--- src/rtl/adc_rx_pkg.sv ---
// Shared types and helpers for the ADC result receiver.
// Default sizes mirror the SAR ADC conversion interface.
package adc_rx_pkg;

    localparam int DEF_NUM_BITS   = 4;
    localparam int DEF_DEPTH      = 8;
    localparam int DEF_DROP_CNT_W = 8;
    localparam int PTR_W          = $clog2(DEF_DEPTH);

    typedef logic [DEF_NUM_BITS-1:0]   code_t;
    typedef logic [DEF_DROP_CNT_W-1:0] drop_cnt_t;

    // Increment v, holding at the all-ones value of a w-bit counter.
    function automatic logic [31:0] sat_inc(
        input logic [31:0] v,
        input int unsigned w
    );
        logic [31:0] max;
        max = (w >= 32) ? '1 : ((32'd1 << w) - 32'd1);
        return (v >= max) ? max : v + 32'd1;
    endfunction

endpackage

--- src/rtl/adc_sync_fifo.sv ---
// Single-clock FIFO with wrap-bit binary pointers.
// dout reads as zero while empty so stale or unknown storage never leaks out.
module adc_sync_fifo
    import adc_rx_pkg::*;
#(
    parameter int WIDTH = DEF_NUM_BITS,
    parameter int DEPTH = DEF_DEPTH
) (
    input  logic                     clk,
    input  logic                     rst_n,
    input  logic                     push,
    input  logic [WIDTH-1:0]         din,
    output logic                     full,
    input  logic                     pop,
    output logic [WIDTH-1:0]         dout,
    output logic                     empty,
    output logic [$clog2(DEPTH):0]   level
);

    localparam int AW = $clog2(DEPTH);

    logic [WIDTH-1:0] mem [DEPTH];
    logic [AW:0]      wr_ptr;
    logic [AW:0]      rd_ptr;
    logic             do_push;
    logic             do_pop;

    assign empty = (wr_ptr == rd_ptr);
    assign full  = (wr_ptr[AW] != rd_ptr[AW]) &&
                   (wr_ptr[AW-1:0] == rd_ptr[AW-1:0]);
    assign level = wr_ptr - rd_ptr;
    assign dout  = empty ? '0 : mem[rd_ptr[AW-1:0]];

    // A pop in the same cycle frees the slot a full push needs.
    assign do_pop  = pop & ~empty;
    assign do_push = push & (~full | do_pop);

    always_ff @(posedge clk) begin
        if (do_push) begin
            mem[wr_ptr[AW-1:0]] <= din;
        end
    end

    always_ff @(posedge clk or negedge rst_n) begin
        if (!rst_n) begin
            wr_ptr <= '0;
            rd_ptr <= '0;
        end else begin
            if (do_push) begin
                wr_ptr <= wr_ptr + 1'b1;
            end
            if (do_pop) begin
                rd_ptr <= rd_ptr + 1'b1;
            end
        end
    end

endmodule

--- src/rtl/adc_result_receiver.sv ---
// Captures one ADC code per EOC rising edge into a FIFO and streams it out,
// counting samples lost to a full buffer.
module adc_result_receiver
    import adc_rx_pkg::*;
#(
    parameter int NUM_BITS   = DEF_NUM_BITS,
    parameter int DEPTH      = DEF_DEPTH,
    parameter int DROP_CNT_W = DEF_DROP_CNT_W
) (
    input  logic                     clk,
    input  logic                     rst_n,
    input  logic                     enable,
    input  logic [NUM_BITS-1:0]      adc_code,
    input  logic                     adc_eoc,
    output logic [NUM_BITS-1:0]      m_data,
    output logic                     m_valid,
    input  logic                     m_ready,
    output logic                     overrun,
    input  logic                     clr_overrun,
    output logic [DROP_CNT_W-1:0]    drop_cnt,
    output logic [$clog2(DEPTH):0]   level
);

    logic eoc_q;
    logic capture_evt;
    logic pop;
    logic push;
    logic drop;
    logic full;
    logic empty;

    assign capture_evt = adc_eoc & ~eoc_q & enable;
    assign m_valid     = ~empty;
    assign pop         = m_valid & m_ready;
    assign push        = capture_evt & (~full | pop);
    assign drop        = capture_evt & full & ~pop;

    adc_sync_fifo #(
        .WIDTH (NUM_BITS),
        .DEPTH (DEPTH)
    ) u_fifo (
        .clk   (clk),
        .rst_n (rst_n),
        .push  (push),
        .din   (adc_code),
        .full  (full),
        .pop   (pop),
        .dout  (m_data),
        .empty (empty),
        .level (level)
    );

    always_ff @(posedge clk or negedge rst_n) begin
        if (!rst_n) begin
            eoc_q <= 1'b0;
        end else begin
            eoc_q <= adc_eoc;
        end
    end

    // A drop coinciding with a clear restarts the count at one.
    always_ff @(posedge clk or negedge rst_n) begin
        if (!rst_n) begin
            overrun  <= 1'b0;
            drop_cnt <= '0;
        end else if (clr_overrun) begin
            overrun  <= drop;
            drop_cnt <= drop ? DROP_CNT_W'(1) : '0;
        end else if (drop) begin
            overrun  <= 1'b1;
            drop_cnt <= DROP_CNT_W'(sat_inc(32'(drop_cnt), DROP_CNT_W));
        end
    end

endmodule

--- config.mk ---
export PLATFORM = sky130hd
export DESIGN_NAME = adc_result_receiver
export DESIGN_NICKNAME = d
export VERILOG_FILES = /design/src/rtl/adc_rx_pkg.sv /design/src/rtl/adc_sync_fifo.sv /design/src/rtl/adc_result_receiver.sv
export SDC_FILE = /design/constraint.sdc
export NUM_CORES = 1
export LEC_CHECK = 0
export CAP_MARGIN = 20
export CORE_UTILIZATION = 49
export CTS_CLUSTER_DIAMETER = 100
export DETAILED_ROUTE_END_ITERATION = 8
export GPL_TIMING_DRIVEN = 0
export PLACE_DENSITY_LB_ADDON = 0.3
export SLEW_MARGIN = 25
export SYNTH_ARGS = -nofsm -noshare
export SYNTH_HDL_FRONTEND = slang
export SYNTH_SLANG_ARGS = --single-unit
--- constraint.sdc ---
create_clock -name clk -period 2.4 [get_ports clk]
set_clock_uncertainty 0.2 [all_clocks]
set_input_delay 0.6 -clock clk [delete_from_list [all_inputs] [get_ports clk]]
set_output_delay 0.6 -clock clk [all_outputs]
set_load 0.02 [all_outputs]
==> flow_metrics.tcl, run 1 <==
set metrics [dict create \
    outcome "finished with violations" \
    violations "DRC, setup timing" \
    row_count 24 \
    max_slew_margin_pct 44.50 \
    die_h_um 70.53 \
    finalMaxSlewViolations 0 \
    fin_tns_setup_ps -925.9 \
    numPortBuffers 26 \
    placedInstanceArea_um2 2635 \
    numClockSinks 50 \
    die_w_um 70.53 \
    synth_top_cell_area_share_pct 41.76 \
    ys.flop_type "edfxtp_1" \
    synth_edf_count 32 \
    n_fill_cell 316 \
    p_per_area_nw_per_um2 1260 \
    worstPathMaxFanout 3 \
    fmax_ghz 0.3847 \
    drc_errors 4 \
    fin_ws_ps -199.7 \
    drt_pre_antenna_iters 6 \
    p_leak_nw 1.102 \
    grt_pass1_vias 1559 \
    cp-start-kind "flip-flop" \
    async_flop_share_pct 36.00 \
    cp-end-kind "output port" \
    hpwlAfterDp_mm 3.219 \
    htreeDepth 2 \
    synth_most_common_cell "edfxtp_1" \
    clock_latency_ps 300 \
    ys_warn_count 0 \
    cp.required_ps 1600 \
    antenna_found_initial 0 \
    fin_crit_ps 2600 \
    synth_cell_types 39 \
    via_count 1487 \
    routabilityCongestion 0.8086 \
    drv_cap 0 \
    crit_type "flip-flop to output port" \
    start_util_pct 51.77 \
    power_mw 3.713 \
    postCtsHoldBufs 0 \
    worstHoldPathType "input port to flip-flop" \
    synth_nets 181 \
    dieArea_um2 4974 \
    layout-drive-gt1-share_pct 35.44 \
    syn_area_um2 2301 \
    grt_overflow 0 \
    hold_ws_ps 336.2 \
    areaGrowthSynthToFinish_pct 28.11 \
    fin_area_um2 2948 \
    setup_viol 8 \
    numCtsBuffers 5 \
    ant_nets 0 \
    wl_mm 4.715 \
    track_usage_pct 21.39 \
    cts_buffer_depth 2 \
    via_per_inst 5.764 \
    yosys.area.top_type "edfxtp_1" \
    synth.ff_latch_count 50 \
    pin_count 28 \
    synth_commonest_cells "32 x edfxtp_1, 18 x dfrtp_1, 13 x nor2_1" \
    tightest_slew_ps 829.9 \
    synthCells 164 \
    irDropWorstVdd_uv 639.3 \
    ys_seq_area_share_pct 61.34 \
    grt_max_degree 19 \
    cts_tree "built" \
    min_period_over_period_pct 108.3 \
    fin_nets 222 \
    crit_arrival_ps 1800 \
    synth_area_per_cell_um2 14.03 \
    grt_pass1_wl_mm 7.948 \
    root_buffer "clkbuf_8" \
    rsz0062_at_grt "yes" \
    hold_viol_final 0 \
    drtIter0Drc 73 \
    antenna_cells 0 \
    utilization_pct 66.33 \
    core-area_um2 4444 \
    synthTopCellsByArea "edfxtp_1 42%, dfrtp_1 20%, mux4_2 7.8%, ha_1 3.3%, nor2_1 2.1%" \
    path_clk_slew_ps 90 \
    post_drt_wl_per_cell_um 18.28 \
]
## cell families after synthesis
| group | synth area share, % |
|---|---|
| adder cells (fa/ha/maj) | 4.133 |
| XOR/XNOR | 4.133 |
| buffers and inverters | 2.665 |
| AND/OR/NAND/NOR | 12.18 |
| multiplexers | 8.809 |
| flip-flops | 61.34 |
| AO/OA/AOI/OAI | 6.743 |
## stage by stage
stage,cells,setup WS (ps)
3_5_place_dp,242,-796.2
6_report,258,-199.7
3_3_place_gp,242,-727.9
5_1_grt,258,-251.4
4_1_cts,257,-188.0
2_1_floorplan,164,5.005
## area by class of cell
class	count	area, um2	share of cell area, %
clock buffers	6	72.57	2.462
clock inverters	2	15.01	0.5093
plain buffers	3	47.55	1.613
flip-flops and latches	50	1419	48.13
inverters	11	53.80	1.825
repair buffers	35	325.3	11.04
well taps	52	65.06	2.207
multi-input cells	99	949.7	32.22
## metal layers
layer	GRT usage, %	part of all wire, %
met3	4.618	4.0
met4	6.803	1.5
met2	36.68	53
met5	0	0
met1	27.28	42
## cell usage in the layout, fill, tap and decap left out, drive strengths merged, types with 2 or more instances in the layout
| cell type | netlist | layout |
|---|---|---|
| xor2 | 4 | 4 |
| buf | 2 | 19 |
| nand3 | 4 | 4 |
| nor4 | 2 | 2 |
| nor2 | 13 | 13 |
| a31oi | 3 | 3 |
| nand2 | 12 | 12 |
| and3b | 2 | 2 |
| nand4 | 2 | 2 |
| o21ai | 3 | 3 |
| a21oi | 9 | 9 |
| a311oi | 2 | 2 |
| nor3 | 5 | 5 |
| and3 | 2 | 2 |
| dfrtp | 18 | 18 |
| mux4 | 8 | 8 |
| xnor2 | 6 | 6 |
| mux2 | 2 | 2 |
| nand4b | 2 | 2 |
| clkinvlp | 0 | 2 |
| a211oi | 3 | 3 |
| ha | 6 | 6 |
| edfxtp | 32 | 32 |
| clkbuf | 2 | 7 |
| inv | 11 | 10 |
| clkdlybuf4s50 | 0 | 17 |
## path summary, 6_finish.rpt
path,startpoint,endpoint,slack (ps),depth (start not counted)
setup / recovery,u_fifo.rd_ptr[1],level[3],-200,7
hold / removal,clr_overrun,drop_cnt[5],340,2
setup reg to reg,u_fifo.rd_ptr[1],drop_cnt[6],100,8
hold reg to reg,overrun,overrun,340,2
max in group asynchronous,rst_n,u_fifo.wr_ptr[2],860,1
min in group asynchronous,rst_n,u_fifo.wr_ptr[3],570,1
## repair_timing
action / CTS / global route
endpoints found under the setup margin: 52 / 24
cloned: 1 / 0
gates resized for setup: 68 / 22
buffers inserted: 7 / 2
pin swaps: 9 / 7
hold endpoints to repair: 0 / 0
## where the power goes
group,leakage (nW),internal (mW),switching [mW]
Combinational,0.550,1.03,1.05
Clock,0.0374,0.205,0.273
Sequential,0.515,1.02,0.132
## critical path: stages, from the launching register on
cell and delay (ps):
dfrtp_2 430, clkbuf_16 160, clkinv_8 40, ha_4 190, a21o_1 190, a21oi_2 190, xnor2_2 130, buf_4 160
## state kept, by name (all words and copies together), names as in the netlist
| signal | flops |
|---|---|
| drop_cnt | 8 |
| eoc_q | 1 |
| u_fifo.rd_ptr | 4 |
| overrun | 1 |
| u_fifo.mem | 32 |
| u_fifo.wr_ptr | 4 |
(Power assumes the default switching activity.)
==> run 2, diff against run 1 <==
Settings changed: RECOVER_POWER set to 50.
==> run 2 against run 1 <==
Net effect:
- the run still ends with DRC, setup timing left
- register-to-register slack lost 180 ps
- cell area fell by 0.51%
- wire length hardly changed
- first-iteration DRC count is 2.7% higher
- total power fell by 1.3%
- critical endpoint unchanged
- highest routed layer unchanged
==> flow_metrics.tcl, run 2 (same netlist as run 1, synthesis figures left out) <==
set metrics [dict create \
    wl_mm 4.712 \
    drt_pre_antenna_iters 6 \
    fin_tns_setup_ps -1309 \
    fin_ws_ps -194.8 \
    dieArea_um2 4974 \
    rr_worst_depth 8 \
    cts_tree "built" \
    clock_latency_ps 300 \
    areaGrowthSynthToFinish_pct 27.46 \
    routabilityCongestion 0.8086 \
    max_slew_margin_pct 43.53 \
    row_count 24 \
    grt_pass1_vias 1559 \
    setup_viol 20 \
    grt_max_degree 19 \
    fin_nets 222 \
    rrSetupSlack_ps -80 \
    cp-end-kind "output port" \
    rsz0062_at_grt "yes" \
    crit_type "flip-flop to output port" \
    hpwlAfterDp_mm 3.219 \
    die_h_um 70.53 \
    violations "DRC, setup timing" \
    die_w_um 70.53 \
    crit_buf_inv 3 \
    via_count 1481 \
    antenna_cells 0 \
    crit_chain "clkbuf_16 > clkinv_8 > ha_4 > a21o_1 > a21oi_2 > xnor2_2 > buf_4" \
    antenna_found_initial 0 \
    largest_reg_flops 32 \
    pre_cts_slack_ps -796.2 \
    layout-drive-gt1-share_pct 34.95 \
    post_drt_wl_per_cell_um 18.26 \
    root_buffer "clkbuf_8" \
    start_util_pct 51.77 \
    fmax_ghz 0.3854 \
    cpLargestDelayFamily "flip-flops" \
    htreeDepth 2 \
    irDropWorstVdd_uv 638.0 \
    finalMaxSlewViolations 0 \
    ant_nets 0 \
    final_cell_mix "32 x edfxtp_1, 13 x buf_4, 12 x nor2_1, 12 x dfrtp_1, 11 x clkdlybuf4s50_1" \
    startpoint "u_fifo.rd_ptr[1]" \
    final_common_cell "edfxtp_1" \
    outcome "finished with violations" \
    dp_cells 242 \
    via_per_inst 5.740 \
    numPortBuffers 26 \
    p_leak_nw 1.090 \
    worstHoldPathType "input port to flip-flop" \
    timing.critical_path.depth 7 \
    p_per_area_nw_per_um2 1250 \
    drc_errors 4 \
    fin_crit_ps 2595 \
    tightest_slew_ps 844.2 \
    track_usage_pct 21.39 \
    numClockSinks 50 \
    path_clk_slew_ps 90 \
    cpPeakStageDelay_ps 440 \
    cp-start-kind "flip-flop" \
    core-area_um2 4444 \
    pin_count 28 \
    utilization_pct 65.99 \
    drv_cap 0 \
    r2r-end "drop_cnt[6]" \
    timing.rr.start "u_fifo.rd_ptr[1]" \
    power_mw 3.667 \
    numCtsBuffers 5 \
    cpMaxStageDelayCell "dfrtp_2" \
    crit_arrival_ps 1790 \
    grt_pass1_wl_mm 7.948 \
    cts_buffer_depth 2 \
    grt_overflow 0 \
    drtIter0Drc 75 \
    min_period_over_period_pct 108.1 \
    cp-endpoint "level[3]" \
    worstPathMaxFanout 3 \
    hold_viol_final 0 \
    stdcell_count 258 \
    cp.required_ps 1600 \
]
==> run 2: what timing repair did <==
action	CTS	global route
pin swaps	9	7
gates resized for setup	68	22
hold buffers	0	0
endpoints found under the setup margin	52	24
cloned	1	0
setup buffers	7	2
==> run 2: metrics by stage <==
stage | hold slack, ps | area [um2]
2_1_floorplan | 104.4 | 2310
3_3_place_gp | 314.4 | 2635
3_5_place_dp | 320.5 | 2635
4_1_cts | 327.5 | 2872
5_1_grt | 338.4 | 2933
6_report | 338.8 | 2933
==> run 2: power breakdown <==
part           switching (mW)  internal, mW
sequential              0.132          1.02
clock                   0.271         0.205
combinational            1.02          1.02
==> run 2: worst min path at each step <==
stage,startpoint,end,slack [ps],depth (start not counted)
2_1_floorplan,rst_n,drop_cnt[0],100,0
3_3_place_gp,overrun,overrun,310,2
3_5_place_dp,overrun,overrun,320,2
4_1_cts,clr_overrun,drop_cnt[5],330,2
5_1_grt,clr_overrun,drop_cnt[2],340,2
6_report,clr_overrun,drop_cnt[5],340,2
==> run 2: worst register-to-register path, stage by stage (launching register included) <==
cell and delay (ps):
dfrtp_2 400, clkbuf_16 150, clkinv_8 40, ha_4 260, buf_4 100, nand4b_1 270
nor3b_4 490, a31oi_1 160, a211oi_1 290
==> run 2: layout make-up <==
type / instances / area (um2)
plain buffers: 3 / 47.55
clock buffers: 6 / 72.57
clock inverters: 2 / 15.01
fillers: 318 / 1511
inverters: 11 / 53.80
multi-input cells: 99 / 934.6
flip-flops and latches: 50 / 1419
well taps: 52 / 65.06
repair buffers: 35 / 325.3
==> run 2: metal layers <==
layer / up-vias / part of all wire, % / wire (um) / track usage [%]
li1: 698 / - / - / -
met1: 738 / 42 / 1970 / 27.28
met2: 36 / 53 / 2497 / 36.68
met3: 9 / 3.6 / 171 / 4.618
met4: 0 / 1.5 / 72 / 6.803
met5: - / 0 / 0 / 0
==> run 3, diff against run 2 <==
Settings changed: CORE_UTILIZATION 49 to 56, DONT_BUFFER_PORTS set to 1.
==> run 3 against run 2 <==
Net effect:
- the run ends with setup timing left
- wire length grew 6.4%
- largest cell class unchanged
- worst setup slack improved by 130 ps
- die area fell by 12%
- combinational power is essentially flat
- first-iteration DRC count up 12%
- critical path type unchanged
- worst hold slack got worse by 220 ps
- sequential cell count unchanged
==> flow_metrics.tcl, run 3 (same netlist as run 1, synthesis figures left out) <==
set metrics [dict create \
    outcome "finished with violations" \
    violations "setup timing" \
    pwr-share-seq_pct 31.6 \
    cpPeakStageDelay_ps 540 \
    crit_buf_inv 1 \
    path_clk_slew_ps 90 \
    finalMaxSlewViolations 0 \
    hold_viol_final 0 \
    numPortBuffers 0 \
    seq_area_um2 1419 \
    antenna_cells 0 \
    power_mw 3.633 \
    drt_pre_antenna_iters 5 \
    hpwlAfterDp_mm 3.053 \
    ant_nets 0 \
    fin_ws_ps -63.46 \
    startpoint "u_fifo.rd_ptr[0]" \
    via_count 1465 \
    clkPwrFrac_pct 13.4 \
    drtIter0Drc 84 \
    final_cell_mix "32 x edfxtp_1, 12 x nor2_1, 12 x dfrtp_1" \
    fin_nets 197 \
    tightest_slew_ps 875.3 \
    dieArea_um2 4369 \
    cp-end-kind "output port" \
    p_per_area_nw_per_um2 1320 \
    cp.required_ps 1600 \
    layout-drive-gt1-share_pct 38.12 \
    grt_pass1_vias 1567 \
    pre_cts_slack_ps -533.7 \
    clock_latency_ps 310 \
    cts_tree "built" \
    grt_pass1_wl_mm 7.817 \
    via_per_inst 6.397 \
    p_leak_nw 1.004 \
    fmax_ghz 0.4059 \
    p_comb_share_pct 55.0 \
    max_slew_margin_pct 41.46 \
    fin_crit_ps 2463 \
    root_buffer "clkbuf_8" \
    swShare_pct 41.79 \
    crit_type "flip-flop to output port" \
    antenna_found_initial 0 \
    die_h_um 66.10 \
    worstHoldPathType "input port to flip-flop" \
    numCtsBuffers 5 \
    numClockSinks 50 \
    drc_errors 0 \
    htreeDepth 2 \
    cts_buffer_depth 2 \
    grt_overflow 0 \
    start_util_pct 60.57 \
    crit_chain "buf_8 > mux4_2 > nand2_2 > a21oi_4" \
    wl_mm 5.013 \
    setup_viol 18 \
    p_int_mw 2.115 \
    worstPathMaxFanout 5 \
    grt_max_degree 19 \
    post_drt_wl_per_cell_um 21.89 \
    p_sw_mw 1.518 \
    routabilityCongestion 0.8633 \
    utilization_pct 72.46 \
    multi_input_area_um2 979.7 \
    n_fill_cell 237 \
    irDropWorstVdd_uv 579.5 \
    cp-start-kind "flip-flop" \
    row_count 22 \
    min_period_over_period_pct 102.6 \
    pin_count 28 \
    drv_cap 0 \
    crit_arrival_ps 1660 \
    core-area_um2 3799 \
    cpMaxStageDelayCell "mux4_2" \
    die_w_um 66.10 \
    final_common_cell "edfxtp_1" \
    track_usage_pct 25.41 \
    cpLargestDelayFamily "multiplexers" \
    worstHoldStart "adc_eoc" \
    largest_reg_flops 32 \
    timing.rr.start "u_fifo.rd_ptr[1]" \
    rsz0062_at_grt "yes" \
    areaGrowthSynthToFinish_pct 19.63 \
]
[run 3: changes by cell type in the layout (fill, tap and decap cells not counted), sizes merged]
| cell | before | now |
|---|---|---|
| buf | 19 | 10 |
| clkdlybuf4s50 | 11 | 0 |
| clkinv | 1 | 2 |
| clkinvlp | 2 | 1 |
| dlygate4sd2 | 1 | 0 |
| dlygate4sd3 | 6 | 1 |
| inv | 10 | 11 |
[run 3: cell type report]
class / count / area share, %
Buffer: 3 / 1.727
Clock buffer: 5 / 2.500
Clock inverter: 3 / 0.7727
Inverter: 11 / 1.773
Multi-Input combinational cell: 99 / 35.59
Sequential cell: 50 / 51.55
Tap cell: 48 / 2.182
Timing Repair Buffer: 10 / 3.909
[run 3: what timing repair did]
item | 4_1_cts | 5_1_grt
buffers inserted | 5 | 3
cloned | 1 | 0
endpoints found under the setup margin | 52 | 12
endpoints found under the hold margin | 18 | 0
hold buffers | 1 | 0
pin swaps | 11 | 11
resized for setup | 46 | 5
[run 3: worst paths after layout]
| check | to | slack (ps) | depth (start not counted) |
|---|---|---|---|
| min in group asynchronous | drop_cnt[7] | 650 | 1 |
| setup reg to reg | u_fifo.mem[4][2] | -40 | 6 |
| max in group asynchronous | u_fifo.wr_ptr[0] | 760 | 1 |
| hold reg to reg | u_fifo.rd_ptr[3] | 380 | 1 |
| setup / recovery | m_data[3] | -60 | 4 |
| hold / removal | eoc_q | 120 | 0 |
[run 3: power groups by stage]
stage / registers [mW] / logic [mW] / clock network (mW)
after floorplan: 1.12 / 1.06 / 0
after global placement: 1.14 / 1.21 / 0
after detailed placement: 1.15 / 1.25 / 0
after CTS: 1.16 / 1.87 / 0.493
after global routing: 1.16 / 2.11 / 0.524
final: 1.15 / 2.00 / 0.486
[run 3: metal layers]
metal | vias to the layer above | share of wire (%) | track usage (%)
met5 | - | 0 | 0
met4 | 0 | 2.4 | 10.37
met3 | 11 | 5.8 | 6.379
met2 | 64 | 51 | 42.73
met1 | 745 | 41 | 31.25
li1 | 645 | - | -
[run 3: through the flow]
step           instance area, um2  hold slack (ps)  TNS [ps]  cells
5_1_grt                      2753            100.6     -2550    229
2_1_floorplan                2310            104.4         0    164
3_3_place_gp                 2370            104.8     -7774    212
6_report                     2753            117.6    -663.5    229
4_1_cts                      2730            107.1    -412.8    226
3_5_place_dp                 2370            104.7    -11880    212
